## src/rtl/id_stage_fwd_pkg.sv

```systemverilog
// Shared constants and types for the ID stage: ALU op codes, MIPS opcode/funct
// encodings and the MOV-type selector used by the decoder and the top level.
package id_stage_fwd_pkg;

   localparam int AluOpLength = 8;

   typedef enum logic [AluOpLength-1:0] {
      ALU_NOP  = 8'h00,
      ALU_AND  = 8'h01,
      ALU_OR   = 8'h02,
      ALU_XOR  = 8'h03,
      ALU_NOR  = 8'h04,
      ALU_SLL  = 8'h05,
      ALU_SRL  = 8'h06,
      ALU_SRA  = 8'h07,
      ALU_MOVZ = 8'h08,
      ALU_MOVN = 8'h09,
      ALU_MFHI = 8'h0a,
      ALU_MFLO = 8'h0b,
      ALU_MTHI = 8'h0c,
      ALU_MTLO = 8'h0d
   } alu_op_e;

   typedef enum logic [1:0] {
      MOV_NONE = 2'd0,
      MOV_N    = 2'd1,
      MOV_Z    = 2'd2
   } mov_e;

   localparam logic [5:0] EXE_SPECIAL = 6'b000000;
   localparam logic [5:0] EXE_ANDI    = 6'b001100;
   localparam logic [5:0] EXE_ORI     = 6'b001101;
   localparam logic [5:0] EXE_XORI    = 6'b001110;
   localparam logic [5:0] EXE_LUI     = 6'b001111;

   localparam logic [5:0] EXE_SLL  = 6'b000000;
   localparam logic [5:0] EXE_SRL  = 6'b000010;
   localparam logic [5:0] EXE_SRA  = 6'b000011;
   localparam logic [5:0] EXE_SLLV = 6'b000100;
   localparam logic [5:0] EXE_SRLV = 6'b000110;
   localparam logic [5:0] EXE_SRAV = 6'b000111;
   localparam logic [5:0] EXE_MOVZ = 6'b001010;
   localparam logic [5:0] EXE_MOVN = 6'b001011;
   localparam logic [5:0] EXE_MFHI = 6'b010000;
   localparam logic [5:0] EXE_MTHI = 6'b010001;
   localparam logic [5:0] EXE_MFLO = 6'b010010;
   localparam logic [5:0] EXE_MTLO = 6'b010011;
   localparam logic [5:0] EXE_AND  = 6'b100100;
   localparam logic [5:0] EXE_OR   = 6'b100101;
   localparam logic [5:0] EXE_XOR  = 6'b100110;
   localparam logic [5:0] EXE_NOR  = 6'b100111;

   localparam logic [31:0] ZeroWord   = 32'h0000_0000;
   localparam logic [4:0]  NOPRegAddr = 5'd0;

endpackage

```

## src/rtl/id_stage_fwd_decode.sv

```systemverilog
// Purely combinational instruction decoder: ALU op, register-read flags, the
// constant operand for each slot, write-back target, MOV type and invalid flag.
module id_stage_fwd_decode
   import id_stage_fwd_pkg::*;
#(
   parameter int DATA_W = 32,
   parameter int REG_AW = 5
) (
   input  logic [31:0]       inst,
   output alu_op_e           aluop,
   output logic              use_rs,
   output logic              use_rt,
   output logic [DATA_W-1:0] imm1,
   output logic [DATA_W-1:0] imm2,
   output logic              we,
   output logic [REG_AW-1:0] waddr,
   output mov_e              mov,
   output logic              invalid
);

   logic [5:0]  op;
   logic [5:0]  fn;
   logic [4:0]  rs;
   logic [4:0]  rt;
   logic [4:0]  rd;
   logic [4:0]  sh;
   logic [15:0] imm;

   assign op  = inst[31:26];
   assign rs  = inst[25:21];
   assign rt  = inst[20:16];
   assign rd  = inst[15:11];
   assign sh  = inst[10:6];
   assign fn  = inst[5:0];
   assign imm = inst[15:0];

   always_comb begin
      aluop   = ALU_NOP;
      use_rs  = 1'b0;
      use_rt  = 1'b0;
      imm1    = '0;
      imm2    = '0;
      we      = 1'b0;
      waddr   = REG_AW'(NOPRegAddr);
      mov     = MOV_NONE;
      invalid = 1'b1;
      case (op)
         EXE_ORI, EXE_ANDI, EXE_XORI: begin
            aluop   = (op == EXE_ORI)  ? ALU_OR :
                      (op == EXE_ANDI) ? ALU_AND : ALU_XOR;
            use_rs  = 1'b1;
            imm2    = DATA_W'(imm);
            we      = 1'b1;
            waddr   = REG_AW'(rt);
            invalid = 1'b0;
         end
         EXE_LUI: begin
            aluop   = ALU_OR;
            imm2    = DATA_W'({imm, 16'h0000});
            we      = 1'b1;
            waddr   = REG_AW'(rt);
            invalid = 1'b0;
         end
         EXE_SPECIAL: begin
            // funct codes of the fixed shifts are only legal with rs=0
            if (fn == EXE_SLL || fn == EXE_SRL || fn == EXE_SRA) begin
               if (rs == 5'd0) begin
                  aluop   = (fn == EXE_SLL) ? ALU_SLL :
                            (fn == EXE_SRL) ? ALU_SRL : ALU_SRA;
                  use_rt  = 1'b1;
                  imm1    = DATA_W'(sh);
                  we      = 1'b1;
                  waddr   = REG_AW'(rd);
                  invalid = 1'b0;
               end
            end else if (sh == 5'd0) begin
               use_rs  = 1'b1;
               use_rt  = 1'b1;
               we      = 1'b1;
               waddr   = REG_AW'(rd);
               invalid = 1'b0;
               case (fn)
                  EXE_AND:  aluop = ALU_AND;
                  EXE_OR:   aluop = ALU_OR;
                  EXE_XOR:  aluop = ALU_XOR;
                  EXE_NOR:  aluop = ALU_NOR;
                  EXE_SLLV: aluop = ALU_SLL;
                  EXE_SRLV: aluop = ALU_SRL;
                  EXE_SRAV: aluop = ALU_SRA;
                  EXE_MOVZ: begin
                     aluop = ALU_MOVZ;
                     mov   = MOV_Z;
                  end
                  EXE_MOVN: begin
                     aluop = ALU_MOVN;
                     mov   = MOV_N;
                  end
                  EXE_MFHI, EXE_MFLO: begin
                     aluop  = (fn == EXE_MFHI) ? ALU_MFHI : ALU_MFLO;
                     use_rs = 1'b0;
                     use_rt = 1'b0;
                  end
                  EXE_MTHI, EXE_MTLO: begin
                     aluop  = (fn == EXE_MTHI) ? ALU_MTHI : ALU_MTLO;
                     use_rt = 1'b0;
                     we     = 1'b0;
                  end
                  default: begin
                     use_rs  = 1'b0;
                     use_rt  = 1'b0;
                     we      = 1'b0;
                     waddr   = REG_AW'(NOPRegAddr);
                     invalid = 1'b1;
                  end
               endcase
            end
         end
         default: ;
      endcase
   end

endmodule

```

## src/rtl/id_stage_fwd.sv

```systemverilog
// Decode stage with operand forwarding, load-use bubble insertion, valid/ready
// handshakes on both sides and the ID/EX pipeline register.
module id_stage_fwd
   import id_stage_fwd_pkg::*;
#(
   parameter int DATA_W  = 32,
   parameter int REG_AW  = 5,
   parameter int NUM_FWD = 2,
   parameter int CNT_W   = 16
) (
   input  logic                      clk,
   input  logic                      rst,
   input  logic                      flush,
   input  logic                      in_valid,
   output logic                      in_ready,
   input  logic [31:0]               in_inst,
   input  logic [31:0]               in_pc,
   output logic [REG_AW-1:0]         rd_addr1,
   output logic [REG_AW-1:0]         rd_addr2,
   input  logic [DATA_W-1:0]         rd_data1,
   input  logic [DATA_W-1:0]         rd_data2,
   input  logic [NUM_FWD-1:0]        fwd_we,
   input  logic [NUM_FWD-1:0]        fwd_pending,
   input  logic [NUM_FWD*REG_AW-1:0] fwd_addr,
   input  logic [NUM_FWD*DATA_W-1:0] fwd_data,
   output logic                      out_valid,
   input  logic                      out_ready,
   output logic [AluOpLength-1:0]    out_aluop,
   output logic [DATA_W-1:0]         out_op1,
   output logic [DATA_W-1:0]         out_op2,
   output logic                      out_we,
   output logic [REG_AW-1:0]         out_waddr,
   output logic [31:0]               out_pc,
   output logic                      out_invalid,
   output logic [CNT_W-1:0]          stall_cnt
);

   alu_op_e           dec_aluop;
   logic              dec_use_rs;
   logic              dec_use_rt;
   logic [DATA_W-1:0] dec_imm1;
   logic [DATA_W-1:0] dec_imm2;
   logic              dec_we;
   logic [REG_AW-1:0] dec_waddr;
   mov_e              dec_mov;
   logic              dec_invalid;

   id_stage_fwd_decode #(
      .DATA_W (DATA_W),
      .REG_AW (REG_AW)
   ) u_decode (
      .inst    (in_inst),
      .aluop   (dec_aluop),
      .use_rs  (dec_use_rs),
      .use_rt  (dec_use_rt),
      .imm1    (dec_imm1),
      .imm2    (dec_imm2),
      .we      (dec_we),
      .waddr   (dec_waddr),
      .mov     (dec_mov),
      .invalid (dec_invalid)
   );

   assign rd_addr1 = REG_AW'(in_inst[25:21]);
   assign rd_addr2 = REG_AW'(in_inst[20:16]);

   // Result is {pending, data}; the youngest matching source wins.
   function automatic logic [DATA_W:0] resolve(
      input logic [REG_AW-1:0]         addr,
      input logic [DATA_W-1:0]         rf_data,
      input logic [NUM_FWD-1:0]        src_we,
      input logic [NUM_FWD-1:0]        src_pend,
      input logic [NUM_FWD*REG_AW-1:0] src_addr,
      input logic [NUM_FWD*DATA_W-1:0] src_data
   );
      logic [DATA_W:0] res;
      res = {1'b0, rf_data};
      for (int i = NUM_FWD - 1; i >= 0; i--) begin
         if (src_we[i] && src_addr[i*REG_AW +: REG_AW] == addr)
            res = {src_pend[i], src_data[i*DATA_W +: DATA_W]};
      end
      if (addr == '0)
         res = '0;
      return res;
   endfunction

   logic [DATA_W:0]   rs_res;
   logic [DATA_W:0]   rt_res;
   logic [DATA_W-1:0] op1_val;
   logic [DATA_W-1:0] op2_val;
   logic              res_we;
   logic              hazard;
   logic              advance;

   assign rs_res  = resolve(rd_addr1, rd_data1, fwd_we, fwd_pending, fwd_addr, fwd_data);
   assign rt_res  = resolve(rd_addr2, rd_data2, fwd_we, fwd_pending, fwd_addr, fwd_data);
   assign op1_val = dec_use_rs ? rs_res[DATA_W-1:0] : dec_imm1;
   assign op2_val = dec_use_rt ? rt_res[DATA_W-1:0] : dec_imm2;
   assign hazard  = in_valid && ((dec_use_rs && rs_res[DATA_W]) ||
                                 (dec_use_rt && rt_res[DATA_W]));

   always_comb begin
      case (dec_mov)
         MOV_N:   res_we = (rt_res[DATA_W-1:0] != '0);
         MOV_Z:   res_we = (rt_res[DATA_W-1:0] == '0);
         default: res_we = dec_we;
      endcase
   end

   logic              valid_q,   valid_d;
   alu_op_e           aluop_q,   aluop_d;
   logic [DATA_W-1:0] op1_q,     op1_d;
   logic [DATA_W-1:0] op2_q,     op2_d;
   logic              we_q,      we_d;
   logic [REG_AW-1:0] waddr_q,   waddr_d;
   logic [31:0]       pc_q,      pc_d;
   logic              invalid_q, invalid_d;
   logic [CNT_W-1:0]  stall_cnt_q, stall_cnt_d;

   assign advance  = !valid_q || out_ready;
   assign in_ready = rst && ((advance && !hazard) || flush);

   always_comb begin
      valid_d     = valid_q;
      aluop_d     = aluop_q;
      op1_d       = op1_q;
      op2_d       = op2_q;
      we_d        = we_q;
      waddr_d     = waddr_q;
      pc_d        = pc_q;
      invalid_d   = invalid_q;
      stall_cnt_d = stall_cnt_q;

      if (hazard && !flush && stall_cnt_q != '1)
         stall_cnt_d = stall_cnt_q + CNT_W'(1);

      // a flush overrides backpressure, so it also loads when EX is stalled
      if (advance || flush) begin
         if (flush || hazard) begin
            valid_d   = 1'b0;
            aluop_d   = ALU_NOP;
            we_d      = 1'b0;
            invalid_d = 1'b0;
         end else begin
            valid_d   = in_valid;
            aluop_d   = dec_aluop;
            op1_d     = op1_val;
            op2_d     = op2_val;
            we_d      = res_we;
            waddr_d   = dec_waddr;
            pc_d      = in_pc;
            invalid_d = dec_invalid;
         end
      end
   end

   always_ff @(posedge clk) begin
      if (!rst) begin
         valid_q     <= 1'b0;
         aluop_q     <= ALU_NOP;
         op1_q       <= '0;
         op2_q       <= '0;
         we_q        <= 1'b0;
         waddr_q     <= '0;
         pc_q        <= '0;
         invalid_q   <= 1'b0;
         stall_cnt_q <= '0;
      end else begin
         valid_q     <= valid_d;
         aluop_q     <= aluop_d;
         op1_q       <= op1_d;
         op2_q       <= op2_d;
         we_q        <= we_d;
         waddr_q     <= waddr_d;
         pc_q        <= pc_d;
         invalid_q   <= invalid_d;
         stall_cnt_q <= stall_cnt_d;
      end
   end

   assign out_valid   = valid_q;
   assign out_aluop   = aluop_q;
   assign out_op1     = op1_q;
   assign out_op2     = op2_q;
   assign out_we      = we_q;
   assign out_waddr   = waddr_q;
   assign out_pc      = pc_q;
   assign out_invalid = invalid_q;
   assign stall_cnt   = stall_cnt_q;

endmodule

```

## config.mk

```make
export PLATFORM = sky130hd
export DESIGN_NAME = id_stage_fwd
export DESIGN_NICKNAME = d
export VERILOG_FILES = /design/src/rtl/id_stage_fwd_pkg.sv /design/src/rtl/id_stage_fwd_decode.sv /design/src/rtl/id_stage_fwd.sv
export SDC_FILE = /design/constraint.sdc
export NUM_CORES = 1
export LEC_CHECK = 0
export BUFFER_PORTS_ARGS = -buffer_cell sky130_fd_sc_hd__buf_2
export CORE_ASPECT_RATIO = 1.1
export CORE_MARGIN = 5
export CORE_UTILIZATION = 48
export DETAILED_ROUTE_END_ITERATION = 10
export PLACE_DENSITY = 0.82
export SLEW_MARGIN = 20
export SYNTH_ARGS = -nofsm -noshare
export SYNTH_HDL_FRONTEND = slang
export SYNTH_SLANG_ARGS = --single-unit
```

## constraint.sdc

```tcl
create_clock -name clk -period 3.7 [get_ports clk]
set_input_delay 0.37 -clock clk [delete_from_list [all_inputs] [get_ports clk]]
set_output_delay 0.37 -clock clk [all_outputs]
set_load 0.005 [all_outputs]
```

======== Word level (Yosys, flattened, before mapping) ========
Cells that the tools add are included.
word-level totals
  output and inout bits ................... 139
  bits of input ports ..................... 211
  word-level logic and storage cells ...... 129
  register bits after elaboration ......... 128
operators by class
  reductions and logical operators ........ 37
  equal/unequal tests ..................... 26
  add/sub/neg operators ................... 1
  muxes and demuxes ....................... 55
  bitwise operators ....................... 1
operators by type and width
  operator               count
  $mux 33                6
  $mux 32                4
  $pmux 8 s11            1
  $pmux 32 s2            1
  $mux 8                 6
  $eq 6x4->1 const B     6
  $logic_not 32->1       1
  $reduce_bool 32->1     1
  $mux 5                 5
  $eq 6x5->1 const B     4
  $eq 6x6->1 const B     4
  $pmux 8 s3             1
  $reduce_or 11->1       2
  $mux 1                 21
  $eq 5x5->1             4
  $eq 6x3->1 const B     3
  $add 16x1->16 const B  1
  $ne 16x16->1 const B   1
  $logic_not 5->1        3
  $reduce_or 13->1       1
  $eq 6x2->1 const B     2
  $logic_not 6->1        2
  $logic_and 1x1->1      11
  $pmux 5 s2             1
  13 further kinds       28

======== Longest topological paths before layout ========
  depth in word-level cells ............... 13
  mapped depth ............................ 13
  mapped depth without buffers ............ 10

======== By module ========
From an unflattened synthesis, not the netlist that was laid out.
unflattened totals
  cells, all modules ...................... 1,119
  area total of the unflattened synthesis .. 8,489.4 um2
by module, submodules not included
  module               times used  cells each  area each (um2)
  id_stage_fwd         1           952         7,367.1
  id_stage_fwd_decode  1           167         1,122.3

======== Least setup slack after synthesis ========
No wires, ideal clock.
  path kind ............................... in2reg
  from .................................... input port in_inst[20]
  to ...................................... register we_q, in the netlist out_we
  arrival time ............................ 2.868 ns
  stages on the path ...................... 8
  library setup time ...................... 0.069 ns
  path buffers ............................ 0
  path slack .............................. 0.763 ns
  cell sequence ........................... or4_1 > nor2_4 > a311oi_1 > or4_1 > or4b_1 > nor4_2 > mux2_1 > o21ai_1
on the way
  longest elaborated chain between the ends .. 10
ends and longest elaborated chain
  what                                                      RTL line             RTL
  from (decl)                                               id_stage_fwd.sv:16   input logic [31:0] in_inst,
  $eq 5x5->1                                                id_stage_fwd.sv:79   if (src_we[i] && src_addr[i*REG_AW +: REG_AW] == addr)
  $logic_and 1x1->1                                         id_stage_fwd.sv:79
  $mux 33 (2 in series)                                     id_stage_fwd.sv:79
  $mux 33 (*)                                               id_stage_fwd.sv:82   if (addr == '0)
  branches (longest 4 deep; another with $logic_not 32->1)  n/a
  $mux 1 (*)                                                id_stage_fwd.sv:139  if (flush || hazard) begin
  to (signal assigned)                                      id_stage_fwd.sv:173  we_q <= we_d;
  to (decl)                                                 id_stage_fwd.sv:114  logic we_q, we_d;
Every way passes the cells marked *.
A chain may end at the register's enable or synchronous reset.

======== Worst setup path in the final report ========
  from .................................... input port in_inst[5]
  to ...................................... register stall_cnt_q[12], in the netlist stall_cnt[12]
on the way
  longest elaborated chain between the ends .. 11
ends and longest elaborated chain
  what                                                                  RTL line                                 RTL
  $eq 6x6->1 (tied with other cells)                                    id_stage_fwd_decode.sv:82                case (fn)
  $reduce_or 11->1 (no line) / $reduce_or 9->1 (equally long branches)  n/a
  $mux 1                                                                id_stage_fwd_decode.sv:82
  $mux 1                                                                id_stage_fwd_decode.sv:76                end else if (sh == 5'd0) begin
  $mux 1                                                                id_stage_fwd_decode.sv:66                if (fn == EXE_SLL || fn == EXE_SRL || fn == EXE_SRA) begin
  $pmux 1 s2 / $mux 1 (equally long branches)                           id_stage_fwd_decode.sv:47                case (op)
  $logic_and 1x1->1 (on tied branches)                                  id_stage_fwd.sv:99, id_stage_fwd.sv:100
  $logic_or 1x1->1 (*)                                                  id_stage_fwd.sv:99                       assign hazard = in_valid && ((dec_use_rs && rs_res[DATA_W]) ||
  $logic_and 1x1->1 (*)                                                 id_stage_fwd.sv:99
  $logic_and 1x1->1 (*) (2 in series)                                   id_stage_fwd.sv:134                      if (hazard && !flush && stall_cnt_q != '1)
  to (signal assigned)                                                  id_stage_fwd.sv:177                      stall_cnt_q <= stall_cnt_d;
  to (decl)                                                             id_stage_fwd.sv:118                      logic [CNT_W-1:0] stall_cnt_q, stall_cnt_d;
Every way passes the cells marked *; elsewhere a longest branch is shown, timed or not.

==> results.yml <==
clocking:
  hold_buffers: 0
  cts_buffer_depth: 2
  cts.sinks: 124
  tritoncts: "built"
  clock_latency_ns: 0.42
  cts_resized: 0
  cts.reportedPaths.clkPinSlew_ns: 0.06
  post-cts-setup-buffers: 0
  h-tree-depth: 4
  cts_made_buffers: 17
  clockRootBuffer: "clkbuf_16"
pwr:
  ir_drop_uv: 299.6
  powerDensity_nw_per_um2: 370.0
  p_sw_mw: 1.028
  power_leakage_nw: 4.348
  power_switching_share_pct: 27.98
  comb_power_share_pct: 16.6
  p_int_mw: 2.646
  pwr-share-clk_pct: 45.0
  seq_power_share_pct: 38.4
final_layout:
  post-route-util_pct: 63.60
  syn2layout_area_growth_pct: 31.17
  drive_gt1_share_pct: 33.39
  fillCellCount: 1429
  fin_area_um2: 9931
  finalNetCount: 1459
place:
  portBuffers: 345
  dp_hpwl_um: 22810
  pre_cts_slack_ns: 0.2530
  place.gp.congestion: 0.9284
  placed_cell_area_um2: 9339
global_route:
  grt_max_degree: 81
  grt_pass1_wl_um: 43860
  gr-total-overflow: 0
  track_usage_pct: 30.24
  antenna_found_initial: 1
  grt_pass1_vias: 8156
timing:
  fin_ws_ns: 0.7034
  whs_ns: 0.1872
  slew_headroom_pct: 48.64
  drv_slew: 0
  finalHoldViolCount: 0
  worst_clock_skew_ns: 0.01025
  rsz0062_at_grt: "no"
  max_freq_ghz: 0.3337
  worst_pin_slew_ns: 0.7623
  finalCritPeriodShare_pct: 80.99
  setup_viol: 0
  min_period_ns: 2.997
  final.setup.tns_ns: 0
logic_synthesis:
  synth.top_cells.by_area: "dfxtp_1 33%, mux2i_1 5.0%, nand2_1 4.9%, nor2_1 4.7%, a221oi_1 3.7%"
  synth-main-ff-cell: "dfxtp_1"
  ys.warnings.count: 0
  synth-edff-count: 0
  synth.cell_area_um2: 7571
  yosys.area.top_type: "dfxtp_1"
  ys_seq_area_share_pct: 32.79
  synth_cell_types: 62
  async_reset_ff_share_pct: 0
  synth_top_cell_area_share_pct: 32.79
  syn-instance-count: 952
  synth.avg_cell_area_um2: 7.953
  synth_seq_cells: 124
worst_setup_path:
  cp_max_fo: 12
  crit_path_end_kind: "register"
  arrival_ns: 3.31
  cp-start-kind: "input port"
  cp.required_ns: 4.01
  crit_type: "input port to register"
  ff2ff_path_depth: 9
min_path:
  whs_path_depth: 3
  min_path_type: "input port to register"
routing:
  vias: 8724
  wl_per_cell_um: 20.10
  wl_um: 29330
  post_drt_via_cell_ratio: 5.979
  ant_nets: 0
  drc: 0
  firstDrtPassIters: 6
  drt-initial-drc-count: 572
run:
  cap_violations: 0
floorplan:
  die_area_um2: 18390
  start_util_pct: 48.49
  core_um2: 15620
  io_pins: 350
  rows: 48
  fp.dieW_um: 129.7
  die_height_um: 141.7
run_status:
  status: "finished, final reports clean"
==> power by group through the flow <==
stage | sequential [mW] | clock, mW | combinational [mW]
finish | 1.41 | 1.65 | 0.609
detailed placement | 1.44 | 0 | 0.601
global route | 1.42 | 1.73 | 0.661
global placement | 1.44 | 0 | 0.594
CTS | 1.41 | 1.67 | 0.604
floorplan | 1.44 | 0 | 0.304
==> metrics by stage <==
stage / std cells / total power, mW
floorplan: 955 / 1.748
global placement: 1426 / 2.033
detailed placement: 1426 / 2.042
CTS: 1458 / 3.683
global route: 1459 / 3.812
finish: 1459 / 3.674
==> layout make-up <==
class,count,area (µm²),share of cell area [%]
flip-flops and latches,124,2482,25.00
well taps,200,250.2,2.520
clock inverters,11,108.9,1.096
diodes,1,2.502,0.02520
inverters,11,41.29,0.4158
clock buffers,21,480.5,4.838
repair buffers,373,1964,19.78
multi-input cells,718,4601,46.33
==> synthesized netlist by cell type (all sizes together) (2+ instances only) <==
cell and instances:
and3b 2, a211o 7, a221oi 32, ha 3, o211ai 5, nor3b 33
inv 11, or4 3, nor2b 37, nor2 95, clkbuf 65, a2111oi 28
nand4 34, a21o 2, or2 3, and4 3, a211oi 7, o21bai 2
nand2b 2, o22a 2, buf 37, o211a 10, and2 9, and3 4
nand2 98, a31oi 2, or3 9, a311oi 27, nor4 10, o32ai 2
a21boi 42, a21oi 39, xnor2 16, nor3 37, mux2 2, mux2i 38
dfxtp 124, o21ai 41, nand4b 2, xor2 12, nand3 8
==> worst paths after layout <==
check,to,startpoint,slack (ns)
max,stall_cnt[12]$_SDFFE_PN0P_,in_inst[5],0.70
min,out_pc[28]$_SDFFE_PN0P_,in_pc[28],0.19
max reg2reg,stall_cnt[11]$_SDFFE_PN0P_,stall_cnt[3]$_SDFFE_PN0P_,1.12
min reg2reg,out_pc[28]$_SDFFE_PN0P_,out_pc[28]$_SDFFE_PN0P_,0.45
==> layout by cell type (no fill, tap or decap), types with 3 or more instances in the layout <==
cell type   count
or3_1           9
conb_1          4
inv_1          11
a21boi_1        5
clkbuf_16      17
xor2_1         12
nor3b_1        33
nor4_1          9
and4_1          3
nor2_1         93
and3_1          3
a21oi_1        39
clkinvlp_4      4
ha_1            3
buf_2         344
or4_1           3
a211oi_1        6
a311oi_1       27
inv_6           3
clkbuf_8        4
nor3_1         37
nand3_1         7
and2_1          9
a21boi_0       37
o21ai_0        37
xnor2_1        15
dfxtp_1       124
o211ai_1        5
nor2b_1        37
buf_4          27
a221oi_1       32
o211a_1        10
nand2_1        98
nand4_1        33
a2111oi_0      28
a211o_1         6
o21ai_1         3
mux2i_1        38
==> metal layers <==
metal,share of wire (%),vias to the layer above,global-route usage (%)
met4,4.2,0,13.07
met1,38,4034,36.95
met3,10,81,7.718
met5,0,-,0
met2,47,521,50.12
li1,-,4088,-
==> sequential cells by signal (all words and copies together), names as in the netlist <==
name,flops
out_op1,32
out_op2,32
out_pc,32
stall_cnt,16
out_waddr,5
out_aluop,4
out_invalid,1
out_valid,1
out_we,1
==> cells by family (layout without fill, tap and decap cells) <==
group,count (synthesis),after routing,synth area share [%]
DFF,124,124,32.79
AOI/OAI and AO/OA,253,253,24.79
xor gates and xnor gates,28,28,3.338
and+or+nand+nor,390,390,26.24
other,1,5,0.04953
adders and majority gates,3,3,0.4958
buffers and inverters,113,416,6.974
muxes,40,40,5.321
==> critical path: stages <==
cell      delay (ns)
buf_2           0.18
or3_1           0.40
or3_1           0.39
nor2_1          0.16
o21bai_1        0.23
o32ai_4         0.55
nand4_1         0.39
nor4_1          0.37
xor2_1          0.10
and2_1          0.17
Note: power is estimated with default switching activity, not from simulation.
